**config.mk**
```make
export PLATFORM = sky130hd
export DESIGN_NAME = scroll_display_ctrl
export DESIGN_NICKNAME = d
export VERILOG_FILES = /design/src/rtl/scroll_display_ctrl_pkg.sv /design/src/rtl/scroll_display_ctrl_scan.sv /design/src/rtl/scroll_display_ctrl.sv
export SDC_FILE = /design/constraint.sdc
export NUM_CORES = 1
export LEC_CHECK = 0
export CAP_MARGIN = 10
export CORE_MARGIN = 1.5
export CORE_UTILIZATION = 45
export CTS_CLUSTER_DIAMETER = 150
export DETAILED_ROUTE_END_ITERATION = 8
export GPL_TIMING_DRIVEN = 0
export PLACE_DENSITY_LB_ADDON = 0.1
export SLEW_MARGIN = 20
export SYNTH_ARGS = -nofsm -noshare
export SYNTH_HDL_FRONTEND = slang
export SYNTH_SLANG_ARGS = --single-unit
```
**constraint.sdc**
```tcl
create_clock -name clk_i -period 4.6 [get_ports clk_i]
set_clock_uncertainty 0.05 [all_clocks]
set_input_delay 0.69 -clock clk_i [delete_from_list [all_inputs] [get_ports clk_i]]
set_output_delay 0.69 -clock clk_i [all_outputs]
set_load 0.02 [all_outputs]
```
**src/rtl/scroll_display_ctrl_pkg.sv**
```systemverilog
// Shared definitions for the scrolling 7-seg controller.
//   ANODE_OFF   : all anodes dark (active-low), wide enough for any digit count
//   BLANK_CHAR  : char code driven while in reset
//   scroll_dir_e: meaning of the dir input
//   clog2       : index width helper, never returns less than 1
package scroll_display_ctrl_pkg;

    localparam logic [31:0] ANODE_OFF  = '1;
    localparam logic [31:0] BLANK_CHAR = '0;

    typedef enum logic {
        DIR_UP   = 1'b0,
        DIR_DOWN = 1'b1
    } scroll_dir_e;

    function automatic int clog2(input int value);
        int width;
        width = 1;
        for (int i = 1; i < 31; i++) begin
            if ((1 << i) < value) begin
                width = i + 1;
            end
        end
        return width;
    endfunction

endpackage

```
**src/rtl/scroll_display_ctrl_scan.sv**
```systemverilog
// Digit scanner: slot timer, digit index, blanking window, anode decode and
// frame pulse.
//   clk_i, reset_i   : clock / async active-low reset
//   an_o             : active-low anodes, an_o[NUM_DIGITS-1] is the leftmost digit
//   frame_tick_o     : high for the first cycle of digit 0's slot after a wrap
//   slot_end_o       : current cycle is the last one of a slot
//   wrap_o           : current cycle is the last one of the frame
//   idx_next_o       : digit index that will be current next cycle
module scroll_display_ctrl_scan
    import scroll_display_ctrl_pkg::*;
#(
    parameter int NUM_DIGITS  = 4,
    parameter int REFRESH_DIV = 5000,
    parameter int BLANK_CYC   = 16
) (
    input  logic                             clk_i,
    input  logic                             reset_i,
    output logic [NUM_DIGITS-1:0]            an_o,
    output logic                             frame_tick_o,
    output logic                             slot_end_o,
    output logic                             wrap_o,
    output logic [clog2(NUM_DIGITS)-1:0]     idx_next_o
);

    localparam int SLOT_W = clog2(REFRESH_DIV);
    localparam int IDX_W  = clog2(NUM_DIGITS);

    localparam logic [SLOT_W-1:0]     SLOT_LAST  = SLOT_W'(REFRESH_DIV - 1);
    localparam logic [SLOT_W-1:0]     SLOT_LIT   = SLOT_W'(BLANK_CYC);
    localparam logic [IDX_W-1:0]      IDX_LAST   = IDX_W'(NUM_DIGITS - 1);
    localparam logic [NUM_DIGITS-1:0] LEFT_ONE   = NUM_DIGITS'(1) << (NUM_DIGITS - 1);

    logic [SLOT_W-1:0]     slot_q, slot_d;
    logic [IDX_W-1:0]      idx_q, idx_d;
    logic [NUM_DIGITS-1:0] an_q, an_d;
    logic                  frame_tick_q;
    logic                  slot_end;
    logic                  wrap;

    assign slot_end = (slot_q == SLOT_LAST);
    assign wrap     = slot_end && (idx_q == IDX_LAST);

    // Anodes are decoded from the next counter values so the registered
    // pattern lines up exactly with slot_q/idx_q.
    always_comb begin
        slot_d = slot_end ? '0 : slot_q + 1'b1;
        idx_d  = idx_q;
        if (slot_end) begin
            idx_d = (idx_q == IDX_LAST) ? '0 : idx_q + 1'b1;
        end
        an_d = ANODE_OFF[NUM_DIGITS-1:0];
        if (slot_d >= SLOT_LIT) begin
            an_d = ~(LEFT_ONE >> idx_d);
        end
    end

    always_ff @(posedge clk_i or negedge reset_i) begin
        if (!reset_i) begin
            slot_q       <= '0;
            idx_q        <= '0;
            an_q         <= ANODE_OFF[NUM_DIGITS-1:0];
            frame_tick_q <= 1'b0;
        end else begin
            slot_q       <= slot_d;
            idx_q        <= idx_d;
            an_q         <= an_d;
            frame_tick_q <= wrap;
        end
    end

    assign an_o         = an_q;
    assign frame_tick_o = frame_tick_q;
    assign slot_end_o   = slot_end;
    assign wrap_o       = wrap;
    assign idx_next_o   = idx_d;

endmodule

```
**src/rtl/scroll_display_ctrl.sv**
```systemverilog
// Scrolling-text controller for a multiplexed 7-seg bank.
//   clk_i, reset_i : clock / async active-low reset
//   mode_i         : 0 manual stepping via step_i, 1 auto scrolling every SCROLL_DIV cycles
//   dir_i          : 0 offset +1 per step, 1 offset -1 per step
//   pause_i        : freeze offset and reject steps; scanning continues
//   step_i         : debounced single-cycle step pulse (manual mode only)
//   wr_en_i/wr_addr_i/wr_data_i : message store write port
//   an_o           : active-low anodes, an_o[NUM_DIGITS-1] is the leftmost digit
//   char_o         : char code of the currently lit digit
//   offset_o       : message index shown on the leftmost digit
//   frame_tick_o   : one-cycle pulse at the start of each frame
module scroll_display_ctrl
    import scroll_display_ctrl_pkg::*;
#(
    parameter int NUM_DIGITS  = 4,
    parameter int MSG_LEN     = 16,
    parameter int CHAR_W      = 4,
    parameter int REFRESH_DIV = 5000,
    parameter int BLANK_CYC   = 16,
    parameter int SCROLL_DIV  = 2500000
) (
    input  logic                          clk_i,
    input  logic                          reset_i,
    input  logic                          mode_i,
    input  logic                          dir_i,
    input  logic                          pause_i,
    input  logic                          step_i,
    input  logic                          wr_en_i,
    input  logic [clog2(MSG_LEN)-1:0]     wr_addr_i,
    input  logic [CHAR_W-1:0]             wr_data_i,
    output logic [NUM_DIGITS-1:0]         an_o,
    output logic [CHAR_W-1:0]             char_o,
    output logic [clog2(MSG_LEN)-1:0]     offset_o,
    output logic                          frame_tick_o
);

    localparam int AW    = clog2(MSG_LEN);
    localparam int IDX_W = clog2(NUM_DIGITS);
    localparam int SCW   = clog2(SCROLL_DIV);

    localparam logic [AW-1:0]  OFF_LAST   = AW'(MSG_LEN - 1);
    localparam logic [AW:0]    MSG_LEN_W  = (AW + 1)'(MSG_LEN);
    localparam logic [SCW-1:0] SCROLL_END = SCW'(SCROLL_DIV - 1);

    logic [CHAR_W-1:0] msg_q [MSG_LEN];
    logic [SCW-1:0]    scroll_cnt_q, scroll_cnt_d;
    logic              pending_q, pending_d;
    logic [AW-1:0]     offset_q, offset_d;
    logic [CHAR_W-1:0] char_q, char_d;

    logic              slot_end;
    logic              wrap;
    logic [IDX_W-1:0]  idx_next;
    logic              scroll_hold;
    logic              auto_tick;
    logic              step_acc;
    logic              apply;
    logic              wr_ok;
    logic [AW:0]       rd_sum;
    logic [AW-1:0]     rd_addr;

    scroll_display_ctrl_scan #(
        .NUM_DIGITS  (NUM_DIGITS),
        .REFRESH_DIV (REFRESH_DIV),
        .BLANK_CYC   (BLANK_CYC)
    ) u_scan (
        .clk_i        (clk_i),
        .reset_i      (reset_i),
        .an_o         (an_o),
        .frame_tick_o (frame_tick_o),
        .slot_end_o   (slot_end),
        .wrap_o       (wrap),
        .idx_next_o   (idx_next)
    );

    assign wr_ok = wr_en_i && (32'(wr_addr_i) < MSG_LEN);

    // The scroll timer idles at 0 whenever it is not the step source, so a
    // return to auto mode always starts a full interval.
    assign scroll_hold = !mode_i || pause_i;
    assign auto_tick   = !scroll_hold && (scroll_cnt_q == SCROLL_END);
    assign step_acc    = !pause_i && (mode_i ? auto_tick : step_i);

    // Offset moves only on the edge that opens a new frame, so a frame
    // never mixes two offsets.
    assign apply = wrap && pending_q && !pause_i;

    always_comb begin
        scroll_cnt_d = (scroll_hold || auto_tick) ? '0 : scroll_cnt_q + 1'b1;

        // A step landing on the update edge belongs to the following frame.
        pending_d = apply ? step_acc : (pending_q || step_acc);

        offset_d = offset_q;
        if (apply) begin
            if (scroll_dir_e'(dir_i) == DIR_DOWN) begin
                offset_d = (offset_q == '0) ? OFF_LAST : offset_q - 1'b1;
            end else begin
                offset_d = (offset_q == OFF_LAST) ? '0 : offset_q + 1'b1;
            end
        end

        // Char is latched at slot start using the offset and index that
        // take effect on that same edge.
        rd_sum  = {1'b0, offset_d} + (AW + 1)'(idx_next);
        rd_addr = (rd_sum >= MSG_LEN_W) ? AW'(rd_sum - MSG_LEN_W) : AW'(rd_sum);
        char_d  = slot_end ? msg_q[rd_addr] : char_q;
    end

    always_ff @(posedge clk_i or negedge reset_i) begin
        if (!reset_i) begin
            for (int i = 0; i < MSG_LEN; i++) begin
                msg_q[i] <= '0;
            end
            scroll_cnt_q <= '0;
            pending_q    <= 1'b0;
            offset_q     <= '0;
            char_q       <= BLANK_CHAR[CHAR_W-1:0];
        end else begin
            if (wr_ok) begin
                msg_q[wr_addr_i] <= wr_data_i;
            end
            scroll_cnt_q <= scroll_cnt_d;
            pending_q    <= pending_d;
            offset_q     <= offset_d;
            char_q       <= char_d;
        end
    end

    assign char_o   = char_q;
    assign offset_o = offset_q;

endmodule

```
==> results.md <==
| Metric | Reported |
| --- | --- |
| Depth of the worst register-to-register path | 13 |
| Non-filler cells in the finished layout | 675 |
| Period Utilization, post-route | 93.9% |
| Detailed-route via count | 3554 |
| Final critical delay including setup and external delays | 4.32 ns |
| Number of core rows | 40 |
| Status | completed |
| Critical path destination | char_o[2] |
| Cell with the largest stage delay on the worst path | fa_2 |
| Crit-path max cell delay | 0.64 ns |
| Endpoint of the worst-slack reg-to-reg timing path | char_o[2] |
| Cell Pwr Density | 425 mW/mm2 |
| Leakage | 2.85 nW |
| Switching power | 621 uW |
| Post-synthesis async set-or-reset flop share | 100% |
| Length of the first detailed-routing pass in iterations | 4 |
| Sequential Area | 0.00288 mm2 |
| Cell area after placement | 0.00609 mm2 |
| Count of pins on the block boundary | 28 |
| Via count of the first global-routing pass | 3685 |
| Synth Cell Area | 0.00561 mm2 |
| Clock insertion delay at the later pin of the skew report | 0.41 ns |
| Timing startpoint of the critical path | u_scan.slot_q[0] |
| Number of nets still failing antenna checks after routing | 0 |
| Area share of the largest cell type after synthesis | 49.5% |
| Antenna violations before repair | 0 |
| CTS Root Cell | clkbuf_16 |
| Number of unique standard cell types used by synthesis | 46 |
| Synthesis-to-layout area growth | 20.1% |
| Worst R2R Setup Slack | 0.28 ns |
| Sequential power share | 42.4% |
| NumNets Final | 517 |
| Final worst slack | 0.281 ns |
| Fill count | 1043 |
| Clock power share | 47.6% |
| Most frequently used cell type in the post-synthesis netlist | dfrtp_1 |
| Req. time, crit path | 4.85 ns |
| CTS Sinks | 115 |
| Most numerous cell on the critical path | mux2i_1 |
| Maximum number of pins on one net before global-route repair | 65 |
| Worst hold-check path type | in -> async |
| Post-CTS Hold Fix Bufs | 0 |
| Pre-CTS WS | -0.775 ns |
| Die width | 115 um |
| Wirelength per Cell | 16.1 um |
| Total CTS buffers | 17 |
| Global-route usage over all layers | 18.9% |
| Via count normalized by instance count | 5.27 |
| Avg Synthesized Cell Area | 12.4 um2 |
| IO buf count | 24 |
| Synth warn | 0 |
| Wire length of the first global-routing pass | 18600 um |
| Number of remaining DRC errors | 0 |
| Series of cell instances along the critical path | ha_1 -> or4bb_1 -> nor4_4 -> nand3_1 -> a211oi_2 -> ha_2 -> inv_1 -> fa_2 -> buf_4 -> mux4_2 -> mux2i_1 -> mux2i_1 -> mux2_2 |
| Kind of start point of the critical path | flop |
| Number of endpoints with negative hold slack in the final report | 0 |
| Antenna diodes | 0 |
| Post-placement cell count | 644 |
| Worst reg2reg path startpoint | u_scan.slot_q[0] |
| Std-Cell Core Area | 0.0121 mm2 |
| Multi-input gate area in the final layout | 0.00264 mm2 |
| Capturing element type of the critical path | flop |
| Leading area contributor after synthesis | dfrtp_1 |
| Cell types with the largest area share after synthesis | dfrtp_1 (50%), mux2_2 (14%), mux4_2 (6.4%) |
| Final setup vio count | 0 |
| Total overflow reported by the global router | 0 |
| Critical setup path kind | reg -> reg |
| Proportion of layout cells with a drive suffix above 1 | 27.2% |
| EDFF count, synth | 0 |
| Unrepaired setup endpoints after global routing | false |
| Worst slew margin relative to its limit | 56.2% |
| Longest Clk Path Bufs | 2 |
| Number of cells produced by synthesis | 451 |
| Least-Margin Pin Slew | 0.654 ns |
| Power share of the combinational group | 10.1% |
| Register bit total from synthesis | 115 |
| Number of H-tree branching levels | 4 |
| CTS tree | yes |
| Register clock-pin slew on the reported worst setup and hold paths | 0.05 ns |
| Max-Cap Viols | 0 |
| Ranking of synthesized cells by instance count | dfrtp_1 (111), mux2_2 (69), nor2_1 (50), nand3_1 (21), nand2_1 (18) |
| Dpl hpwl | 7630 um |
| Total wire length | 10800 um |
| Arrival time of the worst setup path | 4.57 ns |
| Fraction of power spent switching nets | 21.7% |
| Part of the Yosys area used for sequential elements | 51.4% |
| Internal portion of total power | 2.24 mW |
| Number of slew-limit violations in the final report | 0 |
| Largest fanout on the critical path | 10 |
| Routability Congestion | 0.765 |
| Predominant post-synthesis flop cell | dfrtp_1 |
| Synthesized net count | 474 |
| Number of DRC markers in iteration 0 | 147 |
| Max frequency | 232 MHz |
| Worst VDD drop | 0.000297 V |
| Die area | 0.0131 mm2 |
| Initial core utilization | 46.5% |
| Die Height | 115 um |
| Fin area | 0.00673 mm2 |
==> worst min-delay path by stage <==
| stage | slack [ns] | endpoint |
|---|---|---|
| 6_report | 0.22 | u_scan.slot_q[5] |
| 5_1_grt | 0.26 | u_scan.slot_q[0] |
| 4_1_cts | 0.23 | u_scan.slot_q[6] |
| 3_5_place_dp | 0.42 | scroll_cnt_q[0] |
| 3_3_place_gp | 0.42 | scroll_cnt_q[0] |
| 2_1_floorplan | 0.34 | char_o[0] |
==> metal layers <==
| layer | global-route usage (%) | wire, um | part of all wire (%) |
|---|---|---|---|
| met5 | 0 | 0 | 0 |
| met4 | 7.58 | 191 | 1.8 |
| met3 | 5.93 | 379 | 3.5 |
| met2 | 29.2 | 5130 | 47 |
| met1 | 24.9 | 5150 | 47 |
==> cell usage in the layout (no fill, tap or decap), drive strengths merged, types with 10 or more instances in the layout <==
master | synthesis | final
mux4 | 16 | 16
clkdlybuf4s50 | 0 | 23
nand3 | 21 | 21
mux2i | 16 | 16
nand2 | 18 | 18
clkbuf | 16 | 35
nor2 | 50 | 50
mux2 | 69 | 69
inv | 10 | 10
dfrtp | 111 | 111
xor2 | 18 | 18
xnor2 | 17 | 17
==> sequential cells by signal, indices dropped and copies added (netlist names) <==
register and flops:
u_scan.an_o 4, offset_o 4, u_scan.idx_q 2, u_scan.slot_q 13
u_scan.frame_tick_o 1, char_o 4, msg_q 64, pending_q 1
scroll_cnt_q 22
==> critical path, delay by kind of cell (launching register included) <==
kind            cells  cell delay (ns)
simple gates        3             1.04
fa+ha+maj           3             1.11
buf+inv             2             0.30
mux                 4             0.95
compound gates      1             0.34
flops               1             0.39
==> power groups by stage <==
stage	combinational [mW]	clock [mW]	sequential [mW]
3_5_place_dp	0.293	0	1.23
2_1_floorplan	0.215	0	1.20
6_report	0.288	1.36	1.21
4_1_cts	0.294	1.39	1.21
5_1_grt	0.318	1.44	1.23
3_3_place_gp	0.279	0	1.22
==> cell type report <==
cell class              instances  share of cell area (%)
plain buffers                  15                   0.966
flip-flops and latches        115                    42.8
repair buffers                 26                    4.11
clock inverters                10                    1.90
inverters                      10                   0.557
clock buffers                  22                    7.34
well taps                     168                    3.12
multi-input cells             309                    39.2
==> logic make-up after synthesis <==
family	synth area share, %
DFF	51.4
and+or+nand+nor	13.3
xor gates and xnor gates	5.80
buffers and inverters	1.81
adders and majority gates	1.92
muxes	23.1
AOI/OAI and AO/OA	2.59
==> stage by stage <==
stage	hold slack (ns)	setup TNS, ns	power [mW]	util (%)
CTS	0.231	0	2.89	55.8
global route	0.262	0	2.99	55.8
global placement	0.423	-181.26	1.50	50.2
detailed placement	0.424	-2.98	1.52	50.5
finish	0.220	0	2.86	55.8
floorplan	0.344	0	1.42	-
==> what timing repair did <==
| item | 4_1_cts | 5_1_grt |
|---|---|---|
| setup buffers | 1 | 0 |
| endpoints found under the setup margin | 4 | 4 |
| pin swaps | 1 | 0 |
| resized for setup | 7 | 3 |
No activity file was read; power rests on OpenSTA's default activity.
